`src/rtl/cv_ctrl_pkg.sv`:
```
// Shared types and read-byte layout for the ColecoVision controller port block.
package cv_ctrl_pkg;

    typedef enum logic {
        KEYPAD   = 1'b0,
        JOYSTICK = 1'b1
    } mode_t;

    localparam int D_P1 = 0;
    localparam int D_P2 = 1;
    localparam int D_P3 = 2;
    localparam int D_P4 = 3;
    localparam int D_P7 = 4;
    localparam int D_P6 = 6;
    localparam logic [7:0] D_IDLE = 8'hFF;

    // Unused bits 5 and 7 read back as 1, matching the idle bus level.
    function automatic logic [7:0] read_byte(input logic p1, input logic p2, input logic p3,
                                             input logic p4, input logic p6, input logic p7);
        logic [7:0] b;
        b       = D_IDLE;
        b[D_P1] = p1;
        b[D_P2] = p2;
        b[D_P3] = p3;
        b[D_P4] = p4;
        b[D_P6] = p6;
        b[D_P7] = p7;
        return b;
    endfunction

endpackage

```
`src/rtl/cv_ctrl_p9_filter.sv`:
```
// Spinner pulse conditioning: synchroniser, stability counter, falling-edge pulse.
module cv_ctrl_p9_filter #(
    parameter int SYNC_STAGES = 2,
    parameter int P9_FILTER   = 4
) (
    input  logic clk_i,
    input  logic reset_n_i,
    input  logic clk_en_i,
    input  logic p9_i,
    output logic fall_o
);

    localparam int CW = $clog2(P9_FILTER) + 1;

    logic [SYNC_STAGES-1:0] sync_reg;
    logic                   p9_sync;
    logic                   level_reg;
    logic [CW-1:0]          cnt_reg;
    logic [CW-1:0]          cnt_next;
    logic                   level_next;
    logic                   mismatch;
    logic                   accept;

    assign p9_sync  = sync_reg[SYNC_STAGES-1];
    assign mismatch = (p9_sync != level_reg);
    // The sample that completes the run is accepted in the same cycle it is seen.
    assign accept   = clk_en_i && mismatch && (cnt_reg == CW'(P9_FILTER - 1));
    assign fall_o   = accept && !p9_sync;

    always_comb begin
        cnt_next   = cnt_reg;
        level_next = level_reg;
        if (clk_en_i) begin
            if (!mismatch) begin
                cnt_next = '0;
            end else if (accept) begin
                cnt_next   = '0;
                level_next = p9_sync;
            end else begin
                cnt_next = cnt_reg + 1'b1;
            end
        end
    end

    always_ff @(posedge clk_i or negedge reset_n_i) begin
        if (!reset_n_i) begin
            sync_reg  <= '1;
            level_reg <= 1'b1;
            cnt_reg   <= '0;
        end else begin
            sync_reg  <= {sync_reg[SYNC_STAGES-2:0], p9_i};
            level_reg <= level_next;
            cnt_reg   <= cnt_next;
        end
    end

endmodule

```
`src/rtl/cv_ctrl_port.sv`:
```
// Console-side controller ports: segment select strobes, input sync, CPU read byte, spinner IRQ.
module cv_ctrl_port
    import cv_ctrl_pkg::*;
#(
    parameter int SYNC_STAGES = 2,
    parameter int P9_FILTER   = 4
) (
    input  logic       clk_i,
    input  logic       reset_n_i,
    input  logic       clk_en_i,
    input  logic       key_sel_wr_i,
    input  logic       joy_sel_wr_i,
    input  logic       rd_i,
    input  logic       rd_port_i,
    output logic [7:0] d_o,
    output logic       int_n_o,
    input  logic [1:0] ctrl_p1_i,
    input  logic [1:0] ctrl_p2_i,
    input  logic [1:0] ctrl_p3_i,
    input  logic [1:0] ctrl_p4_i,
    input  logic [1:0] ctrl_p6_i,
    input  logic [1:0] ctrl_p7_i,
    input  logic [1:0] ctrl_p9_i,
    output logic [1:0] ctrl_p5_o,
    output logic [1:0] ctrl_p8_o
);

    logic [11:0]                  raw_lines;
    logic [SYNC_STAGES-1:0][11:0] sync_reg;
    logic [11:0]                  sync_lines;
    logic [7:0]                   port_byte [2];
    logic [1:0]                   fall;
    mode_t                        mode_reg;
    mode_t                        mode_next;
    logic [7:0]                   d_reg;
    logic [1:0]                   pend_reg;
    logic [1:0]                   pend_next;
    logic                         int_n_reg;

    // Two bits per line, bit 0 = port 1, bit 1 = port 2.
    assign raw_lines  = {ctrl_p7_i, ctrl_p6_i, ctrl_p4_i, ctrl_p3_i, ctrl_p2_i, ctrl_p1_i};
    assign sync_lines = sync_reg[SYNC_STAGES-1];

    genvar gi;
    generate
        for (gi = 0; gi < 2; gi++) begin : g_port
            assign port_byte[gi] = read_byte(sync_lines[gi],     sync_lines[2 + gi],
                                             sync_lines[4 + gi], sync_lines[6 + gi],
                                             sync_lines[8 + gi], sync_lines[10 + gi]);

            cv_ctrl_p9_filter #(
                .SYNC_STAGES (SYNC_STAGES),
                .P9_FILTER   (P9_FILTER)
            ) u_p9_filter (
                .clk_i     (clk_i),
                .reset_n_i (reset_n_i),
                .clk_en_i  (clk_en_i),
                .p9_i      (ctrl_p9_i[gi]),
                .fall_o    (fall[gi])
            );
        end
    endgenerate

    always_comb begin
        mode_next = mode_reg;
        if (key_sel_wr_i) begin
            mode_next = KEYPAD;
        end else if (joy_sel_wr_i) begin
            mode_next = JOYSTICK;
        end
    end

    // A new edge overrides a same-cycle acknowledging read so no interrupt is lost.
    always_comb begin
        pend_next = pend_reg;
        if (rd_i) begin
            pend_next[rd_port_i] = 1'b0;
        end
        pend_next = pend_next | fall;
    end

    always_ff @(posedge clk_i or negedge reset_n_i) begin
        if (!reset_n_i) begin
            sync_reg  <= '1;
            mode_reg  <= KEYPAD;
            d_reg     <= D_IDLE;
            pend_reg  <= '0;
            int_n_reg <= 1'b1;
        end else begin
            sync_reg  <= {sync_reg[SYNC_STAGES-2:0], raw_lines};
            mode_reg  <= mode_next;
            pend_reg  <= pend_next;
            int_n_reg <= ~|pend_next;
            if (rd_i) begin
                d_reg <= port_byte[rd_port_i];
            end
        end
    end

    assign d_o       = d_reg;
    assign int_n_o   = int_n_reg;
    assign ctrl_p5_o = {2{mode_reg == JOYSTICK}};
    assign ctrl_p8_o = {2{mode_reg == KEYPAD}};

endmodule

```
`config.mk`:
```
export PLATFORM = sky130hd
export DESIGN_NAME = cv_ctrl_port
export DESIGN_NICKNAME = d
export VERILOG_FILES = /design/src/rtl/cv_ctrl_pkg.sv /design/src/rtl/cv_ctrl_p9_filter.sv /design/src/rtl/cv_ctrl_port.sv
export SDC_FILE = /design/constraint.sdc
export NUM_CORES = 1
export LEC_CHECK = 0
export ABC_AREA = 1
export CAP_MARGIN = 20
export CELL_PAD_IN_SITES_DETAIL_PLACEMENT = 1
export CELL_PAD_IN_SITES_GLOBAL_PLACEMENT = 2
export CORE_UTILIZATION = 29
export CTS_CLUSTER_SIZE = 8
export DETAILED_ROUTE_END_ITERATION = 6
export GPL_TIMING_DRIVEN = 0
export PLACE_DENSITY_LB_ADDON = 0.1
export SLEW_MARGIN = 20
export SYNTH_ARGS = -nofsm -noshare
export SYNTH_HDL_FRONTEND = slang
export SYNTH_SLANG_ARGS = --single-unit
```
`constraint.sdc`:
```
create_clock -name clk_i -period 0.9 [get_ports clk_i]
set_clock_uncertainty 0.05 [all_clocks]
set_input_delay 0.18 -clock clk_i [delete_from_list [all_inputs] [get_ports clk_i]]
set_output_delay 0.18 -clock clk_i [all_outputs]
set_load 0.1 [all_outputs]
```
==> metrics.cfg, run 1 <==
[final_layout]
fin_area_um2 = 2420
finalNetCount = 202
diodes = 0
syn_to_final_growth_pct = 51.1
drive_gt1_share_pct = 57.2

[power_and_ir_drop]
vdd_drop_max_mv = 1.31
p_total_mw = 5.60
power_density_nw_per_um2 = 2310
leakage_nw = 1.05

[synthesis]
syn_inst = 131
yosysWarnings = 0
yosysUniqueCellTypes = 15
ys_seq_area_share_pct = 74.8
synthTopCellsByArea = dfstp_2, dfrtp_1, nand2_1, nand3_1, inv_1
synth_top_cell_area_share_pct = 60.8
syn_area_um2 = 1600
synth.avg_cell_area_um2 = 12.2
yosys_register_bits = 46
synth_area_leader_cell = dfstp_2

[setup_path]
worst_setup_path_end_kind = output port
worstSetupPathType = register to output port
critPathLaunchType = register
path_max_fanout = 4
cp.arrival_ns = 1.12
crit_required_ns = 0.67

[floorplan]
rows = 26
io_pins = 34
die-area_um2 = 5820
fp.dieW_um = 76.3
core-area_um2 = 5200
start_util_pct = 30.7
die_h_um = 76.3

[grt]
grt_pass1_wl_mm = 5.64
globalRouteOverflowTotal = 0
grt_usage_pct = 12.7
grt_max_degree = 26
first_global_vias = 1175
antenna_found_initial = 0

[drt]
drtAntennaViolNets = 0
drtPass1Iterations = 3
vias = 1067
avgRoutedWirePerCell_um = 12.8
wl_mm = 3.19
drt_iter0_markers = 64
drc = 0
via_per_inst = 4.27

[sta]
hold_viol_final = 0
drv_slew = 0
setup_viol = 22
period_minus_slack_ns = 1.35
max_freq_mhz = 740
min_period_over_period_pct = 150
setup_slack_ns = -0.452
rsz0062_at_grt = true

[placed_design]
place_hpwl_mm = 2.23
placed_cell_area_um2 = 2060
place_congestion = 0.674
port-buffer-count = 31

[clock_network]
clock_sinks = 46
numCtsBuffers = 5
cts_max_level = 2
cts.path.max_buffers = 2
path_clk_slew_ns = 0.08
tritoncts = done
insertion_delay_ns = 0.29
clockRootBuffer = clkbuf_8

[outcome]
status = finished with violations
violations = negative setup slack

[worst_hold_path]
min-delay-path-class = input pin to async pin

[flow_run]
drv_cap = 0

==> worst max-delay path: stages (launching register included) <==
cell	delay, ns
dfrtp_2	0.43
clkinvlp_4	0.12
buf_6	0.12
buf_12	0.15
==> what timing repair did <==
| item | CTS | global route |
|---|---|---|
| hold buffers | 1 | 0 |
| endpoints found under the setup margin | 28 | 23 |
| pin swaps | 9 | 11 |
| resized for setup | 116 | 16 |
| buffers inserted | 5 | 2 |
| endpoints found under the hold margin | 2 | 0 |
==> cells in the mapped netlist <==
| library cell | count |
|---|---|
| nand2_1 | 30 |
| dfrtp_1 | 9 |
| nand4_1 | 2 |
| nor2_1 | 7 |
| a21boi_1 | 2 |
| nand3_1 | 10 |
| nor2_2 | 3 |
| inv_2 | 2 |
| dfstp_2 | 37 |
| ha_1 | 2 |
| inv_1 | 13 |
| buf_4 | 6 |
| a31oi_1 | 2 |
| conb_1 | 1 |
| o21ai_1 | 5 |
==> power by group <==
group	switching, mW	internal (mW)	total [mW]
registers	0.192	2.45	2.64
clock network	0.649	0.620	1.27
logic	0.953	0.735	1.69
total	1.79	3.80	5.60
==> per-layer routing <==
metal	track usage [%]	up-vias	wire length, um
li1	-	494	-
met1	14.9	543	1270
met2	21.3	25	1710
met3	4.19	5	164
met4	5.19	0	53
met5	0	-	0
==> kinds of logic (layout without fill, tap and decap cells) <==
family / Yosys count / count (layout) / synth area share, %
AOI/OAI and AO/OA: 9 / 9 / 3.28
other: 1 / 2 / 0.234
and+or+nand+nor: 52 / 52 / 13.8
adders and majority gates: 2 / 2 / 1.56
DFF: 46 / 46 / 74.8
buffers and inverters: 21 / 69 / 6.33
==> through the flow <==
step	setup TNS, ns	setup WS (ns)	utilization [%]	hold slack (ns)	cells
floorplan	-2.86	-0.536	-	-0.166	132
global placement	-71.60	-1.54	39.2	0.296	233
detailed placement	-17.86	-1.06	39.6	0.137	234
CTS	-6.47	-0.467	45.1	0.133	248
global route	-7.39	-0.516	46.5	0.164	250
finish	-6.25	-0.452	46.5	0.116	250
==> final timing paths <==
| check | start | end | slack, ns | cells after the start |
|---|---|---|---|---|
| min | reset_n_i | sync_reg[1]$_DFF_PN1_ | 0.12 | 1 |
| max reg2reg | g_port[1].u_p9_filter.cnt_reg[1]$_DFFE_PN0P_ | int_n_o$_DFF_PN1_ | -0.21 | 6 |
| min reg2reg | sync_reg[9]$_DFF_PN1_ | sync_lines[9]$_DFF_PN1_ | 0.31 | 0 |
| max in group asynchronous | reset_n_i | pend_reg[1]$_DFF_PN0_ | 0.08 | 2 |
| min in group clk_i | ctrl_p1_i[1] | sync_reg[1]$_DFF_PN1_ | 0.24 | 1 |
| max | mode_reg$_DFFE_PN0P_ | ctrl_p8_o[1] | -0.45 | 3 |
==> cell type report <==
type                       instances  area [um^2]
fill                             563         2790
multi-input combinational         65          394
inverter                          15         62.6
tap                               70         87.6
clock buffer                       7         86.3
clock inverter                     1         5.00
timing repair buffer              40          502
buffer                             6         56.3
sequential                        46         1220
==> cell usage in the layout (no fill, tap or decap) <==
cell / Yosys / routed
clkinvlp_4: 0 / 1
buf_2: 0 / 1
nor2_1: 7 / 5
dfstp_2: 37 / 30
nand3_1: 10 / 6
clkbuf_1: 0 / 1
nand4_1: 2 / 2
nand2_1: 30 / 21
conb_1: 1 / 2
clkinv_2: 0 / 1
clkdlybuf4s50_1: 0 / 17
clkbuf_8: 0 / 6
nand3_2: 0 / 4
nor2_2: 3 / 2
nand2_2: 0 / 7
dfrtp_1: 9 / 8
nor2_4: 0 / 3
ha_2: 0 / 2
buf_6: 0 / 6
a21boi_2: 0 / 2
dfrtp_2: 0 / 1
inv_4: 0 / 1
inv_1: 13 / 6
buf_16: 0 / 1
buf_12: 0 / 10
inv_2: 2 / 7
dfstp_4: 0 / 7
buf_4: 6 / 8
o21ai_2: 0 / 1
dlygate4sd3_1: 0 / 1
dlygate4sd2_1: 0 / 2
nand2_4: 0 / 2
o21ai_1: 5 / 4
a31oi_1: 2 / 2
(Power assumes the default switching activity.)
==> run 2: changes to the inputs <==
--- a/config.mk
+++ b/config.mk
@@ -9,7 +9,8 @@
 export CAP_MARGIN = 20
 export CELL_PAD_IN_SITES_DETAIL_PLACEMENT = 1
 export CELL_PAD_IN_SITES_GLOBAL_PLACEMENT = 2
-export CORE_UTILIZATION = 29
+export CORE_ASPECT_RATIO = 0.8
+export CORE_UTILIZATION = 35
 export CTS_CLUSTER_SIZE = 8
 export DETAILED_ROUTE_END_ITERATION = 6
 export GPL_TIMING_DRIVEN = 0
==> constraint.sdc (replaced) <==
create_clock -name clk_i -period 1.7 [get_ports clk_i]
set_clock_uncertainty 0.05 [all_clocks]
set_input_delay 0.34 -clock clk_i [delete_from_list [all_inputs] [get_ports clk_i]]
set_output_delay 0.34 -clock clk_i [all_outputs]
set_load 0.1 [all_outputs]
==> metrics.cfg, run 2 (synthesis results as in run 1) <==
[power_and_ir_drop]
pwr-share-seq_pct = 52.6
p_sw_mw = 0.852
vdd_drop_max_mv = 0.642
leakage_nw = 0.939
power_density_nw_per_um2 = 1260
netSwitchingFraction_pct = 32.8
p_comb_share_pct = 22.4
internal_power_mw = 1.74
clkPwrFrac_pct = 25.0

[setup_path]
r2r_start = g_port[1].u_p9_filter.cnt_reg[0]$_DFFE_PN0P_
cp_cell_sequence = buf_2
slowest_delay_ns = 0.55
crit_cells = 1
crit_required_ns = 1.31
path_max_fanout = 2
r2r_cells = 6
worstSetupPathType = register to output port
worst_setup_path_end_kind = output port
cp.arrival_ns = 1.26
crit-reg2reg-capture = int_n_o$_DFF_PN1_
critPathLaunchType = register
regToRegSetupSlack_ns = 0.56
critPathBufInv = 1
cp_slowest_cell = dfstp_2
critical_path.top_delay_family = flip-flops

[floorplan]
core-area_um2 = 4280
fp.dieW_um = 77.6
start_util_pct = 37.4
rows = 21
io_pins = 34
die-area_um2 = 4850
die_h_um = 62.5

[sta]
setup_viol = 0
period_minus_slack_ns = 1.65
hold_viol_final = 0
min_period_over_period_pct = 97.3
rsz0062_at_grt = false
drv_slew = 0
max_freq_mhz = 605

[worst_hold_path]
holdPathStages = 0
min-delay-start = sync_reg[9]$_DFF_PN1_
min-delay-path-class = register to register
min_to = sync_lines[9]$_DFF_PN1_

[flow_run]
drv_cap = 0

[clock_network]
cts_max_level = 2
tritoncts = done
cts.path.max_buffers = 2
insertion_delay_ns = 0.29
numCtsBuffers = 5
clockRootBuffer = clkbuf_8
path_clk_slew_ns = 0.09
clock_sinks = 46

[drt]
drtAntennaViolNets = 0
drtPass1Iterations = 4
drc = 0
via_per_inst = 4.40
wl_mm = 2.88
avgRoutedWirePerCell_um = 12.5
vias = 1013
drt_iter0_markers = 30

[grt]
grt_usage_pct = 14.3
first_global_vias = 1132
grt_pass1_wl_mm = 5.18
grt_max_degree = 35
globalRouteOverflowTotal = 0
antenna_found_initial = 0

[placed_design]
dp_cells = 221
place_hpwl_mm = 2.08
place_congestion = 0.689
placed_cell_area_um2 = 2000
port-buffer-count = 31

[final_layout]
regArea_um2 = 1200
multi_input_area_um2 = 305
fin_cells = 230
drive_gt1_share_pct = 40.5
layout_common_cells = dfstp_2, nand2_1, clkdlybuf4s50_1, inv_1, nand3_1
layout_commonest_cell = dfstp_2
syn_to_final_growth_pct = 28.5
fin_area_um2 = 2060
fill_cells = 480
diodes = 0
finalNetCount = 195

[outcome]
status = completed

-- run 2: per-layer routing --
| layer | routed length [um] | share of wire [%] | track usage (%) | vias up |
|---|---|---|---|---|
| met5 | 0 | 0 | 0 | - |
| met4 | 29 | 1.0 | 5.66 | 0 |
| met3 | 157 | 5.4 | 4.82 | 2 |
| met2 | 1400 | 48 | 23.8 | 28 |
| met1 | 1300 | 45 | 17.0 | 500 |
| li1 | - | - | - | 483 |
-- run 2: cell type report --
cell class,count,area share [%]
Sequential cell,46,58.2
Multi-Input combinational cell,65,14.8
Timing Repair Buffer,33,14.0
Tap cell,57,3.47
Clock buffer,5,3.35
Inverter,15,2.92
Buffer,6,2.19
Clock inverter,3,1.03
-- run 2: through the flow --
step | hold slack [ns] | utilization [%] | setup TNS, ns | worst slack, ns | total power [mW]
2_1_floorplan | -0.00559 | - | 0 | 0.0600 | 1.79
3_3_place_gp | 0.296 | 46.5 | -29.68 | -0.920 | 1.95
3_5_place_dp | 0.212 | 46.8 | -3.75 | -0.413 | 2.00
4_1_cts | 0.310 | 47.9 | 0 | 0.0128 | 2.64
5_1_grt | 0.313 | 48.0 | 0 | 0.00732 | 2.77
6_report | 0.309 | 48.0 | 0 | 0.0464 | 2.59
-- run 2: how the worst max path moves through the flow --
stage,start,end,slack [ns]
6_report,d_o[3]$_DFFE_PN1P_,d_o[3],0.05
5_1_grt,d_o[6]$_DFFE_PN1P_,d_o[6],0.007
4_1_cts,mode_reg$_DFFE_PN0P_,ctrl_p5_o[1],0.01
3_5_place_dp,mode_reg$_DFFE_PN0P_,ctrl_p8_o[1],-0.41
3_3_place_gp,reset_n_i,g_port[1].u_p9_filter.cnt_reg[2]$_DFFE_PN0P_,-0.92
2_1_floorplan,mode_reg$_DFFE_PN0P_,ctrl_p8_o[1],0.06
-- run 2: power by group through the flow --
stage / registers, mW / logic, mW / clock network, mW
3_5_place_dp: 1.39 / 0.612 / 0
6_report: 1.36 / 0.581 / 0.649
5_1_grt: 1.39 / 0.642 / 0.737
2_1_floorplan: 1.52 / 0.275 / 0
3_3_place_gp: 1.37 / 0.577 / 0
4_1_cts: 1.37 / 0.590 / 0.681
-- run 2: what timing repair did --
item	CTS	global route
endpoints found under the setup margin	11	2
gates cloned	0	0
hold buffers	1	0
buffers inserted	0	0
gates resized for setup	56	2
hold endpoints to repair	7	0
==> run 3: changes to the inputs <==
--- a/config.mk
+++ b/config.mk
@@ -10,7 +10,7 @@
 export CELL_PAD_IN_SITES_DETAIL_PLACEMENT = 1
 export CELL_PAD_IN_SITES_GLOBAL_PLACEMENT = 2
 export CORE_ASPECT_RATIO = 0.8
-export CORE_UTILIZATION = 35
+export CORE_UTILIZATION = 32
 export CTS_CLUSTER_SIZE = 8
 export DETAILED_ROUTE_END_ITERATION = 6
 export GPL_TIMING_DRIVEN = 0
==> constraint.sdc (replaced) <==
create_clock -name clk_i -period 1.6 [get_ports clk_i]
set_clock_uncertainty 0.05 [all_clocks]
set_input_delay 0.32 -clock clk_i [delete_from_list [all_inputs] [get_ports clk_i]]
set_output_delay 0.32 -clock clk_i [all_outputs]
set_load 0.1 [all_outputs]
==> metrics.cfg, run 3 (synthesis results as in run 1) <==
[power_and_ir_drop]
netSwitchingFraction_pct = 31.7
leakage_nw = 0.945
clkPwrFrac_pct = 24.0
p_sw_mw = 0.871
internal_power_mw = 1.87
pwr-share-seq_pct = 52.8
power_density_nw_per_um2 = 1320
p_comb_share_pct = 23.2
vdd_drop_max_mv = 0.544

[placed_design]
place_congestion = 0.708
place_hpwl_mm = 2.14
placed_cell_area_um2 = 2010
port-buffer-count = 31

[clock_network]
numCtsBuffers = 5
cts_max_level = 2
clockRootBuffer = clkbuf_8
cts_setup_buffers = 0
cts.path.max_buffers = 2
path_clk_slew_ns = 0.08
clock_sinks = 46
insertion_delay_ns = 0.28
tritoncts = done

[setup_path]
path_max_fanout = 4
critPathLaunchType = register
regToRegSetupSlack_ns = 0.46
r2r_cells = 6
crit-reg2reg-capture = int_n_o$_DFF_PN1_
cp.arrival_ns = 1.15
cp_common_cell = buf_6
slowest_delay_ns = 0.45
cp_cell_sequence = clkinvlp_4 > buf_6 > buf_6
worstSetupPathType = register to output port
crit_required_ns = 1.23
cp_slowest_cell = dfrtp_1
worst_setup_path_end_kind = output port
r2r_start = g_port[0].u_p9_filter.cnt_reg[0]$_DFFE_PN0P_

[drt]
drt_iter0_markers = 26
drtPass1Iterations = 4
wl_mm = 2.91
via_per_inst = 4.31
drc = 0
vias = 1005
avgRoutedWirePerCell_um = 12.5
drtAntennaViolNets = 0

[worst_hold_path]
min-delay-start = sync_reg[1]$_DFF_PN1_
holdPathStages = 0
min_to = sync_lines[1]$_DFF_PN1_
min-delay-path-class = register to register

[final_layout]
layout_commonest_cell = dfstp_2
fin_area_um2 = 2080
syn_to_final_growth_pct = 29.9
diodes = 0
fill_cells = 528
finalNetCount = 195
layout_common_cells = dfstp_2, nand2_1, clkdlybuf4s50_1, buf_4, inv_1
drive_gt1_share_pct = 38.7

[grt]
antenna_found_initial = 0
globalRouteOverflowTotal = 0
first_global_vias = 1041
grt_usage_pct = 13.6
grt_pass1_wl_mm = 5.07
grt_max_degree = 28

[floorplan]
rows = 22
die-area_um2 = 5290
io_pins = 34
fp.dieW_um = 81.1
die_h_um = 65.3
core-area_um2 = 4710
start_util_pct = 34.0

[sta]
rsz0062_at_grt = false
min_period_over_period_pct = 94.9
setup-tns-final_ns = 0
fin_hold_ws_ns = 0.308
period_minus_slack_ns = 1.52
hold_viol_final = 0
drv_slew = 0
max_freq_mhz = 658
setup_viol = 0

[flow_run]
drv_cap = 0

[outcome]
status = completed

## run 3: worst max path at each step
stage,from,to,slack (ns),cells after the start
floorplan,mode_reg$_DFFE_PN0P_,ctrl_p8_o[1],0.02,2
global placement,reset_n_i,g_port[0].u_p9_filter.cnt_reg[2]$_DFFE_PN0P_,-0.96,1
detailed placement,mode_reg$_DFFE_PN0P_,ctrl_p8_o[1],-0.50,3
CTS,int_n_o$_DFF_PN1_,int_n_o,0.004,1
global route,mode_reg$_DFFE_PN0P_,ctrl_p8_o[1],0.005,3
finish,mode_reg$_DFFE_PN0P_,ctrl_p8_o[1],0.08,3
## run 3: critical path: cells and delay by family (launching register included)
kind	cells	cell delay [ns]
buffers and inverters	3	0.42
DFF	1	0.45
## run 3: power by group through the flow
stage / clock network, mW / logic, mW / registers, mW
after CTS: 0.688 / 0.647 / 1.45
final: 0.657 / 0.637 / 1.45
after detailed placement: 0 / 0.653 / 1.47
after global placement: 0 / 0.614 / 1.46
after global routing: 0.749 / 0.694 / 1.47
after floorplan: 0 / 0.294 / 1.61
## run 3: per-stage QoR
stage	setup slack (ns)	power, mW	util, %	cells
4_1_cts	0.00362	2.79	44.1	233
2_1_floorplan	0.0243	1.91	-	132
3_5_place_dp	-0.496	2.12	42.7	224
3_3_place_gp	-0.960	2.07	42.4	223
6_report	0.0810	2.74	44.2	233
5_1_grt	0.00512	2.91	44.2	233
## run 3: cell type report
class                      count  area, um^2  area share [%]
timing repair buffer          33         312            15.0
buffer                         6        48.8            2.35
sequential                    46        1200            57.6
clock buffer                   8        80.1            3.85
multi-input combinational     65         305            14.7
tap                           60        75.1            3.61
inverter                      15        60.1            2.89
## run 3: metal layers
metal / GRT usage, % / up-vias / part of all wire, %
met1: 16.3 / 496 / 43
met4: 4.69 / 0 / 0.62
met3: 4.72 / 2 / 6.0
met5: 0 / - / 0
met2: 22.6 / 26 / 50
li1: - / 481 / -
## run 3: timing repair
| item | CTS | global route |
|---|---|---|
| hold endpoints to repair | 4 | 0 |
| endpoints found under the setup margin | 11 | 1 |
| hold buffers | 1 | 0 |
| cloned | 0 | 0 |
| gates resized for setup | 65 | 1 |
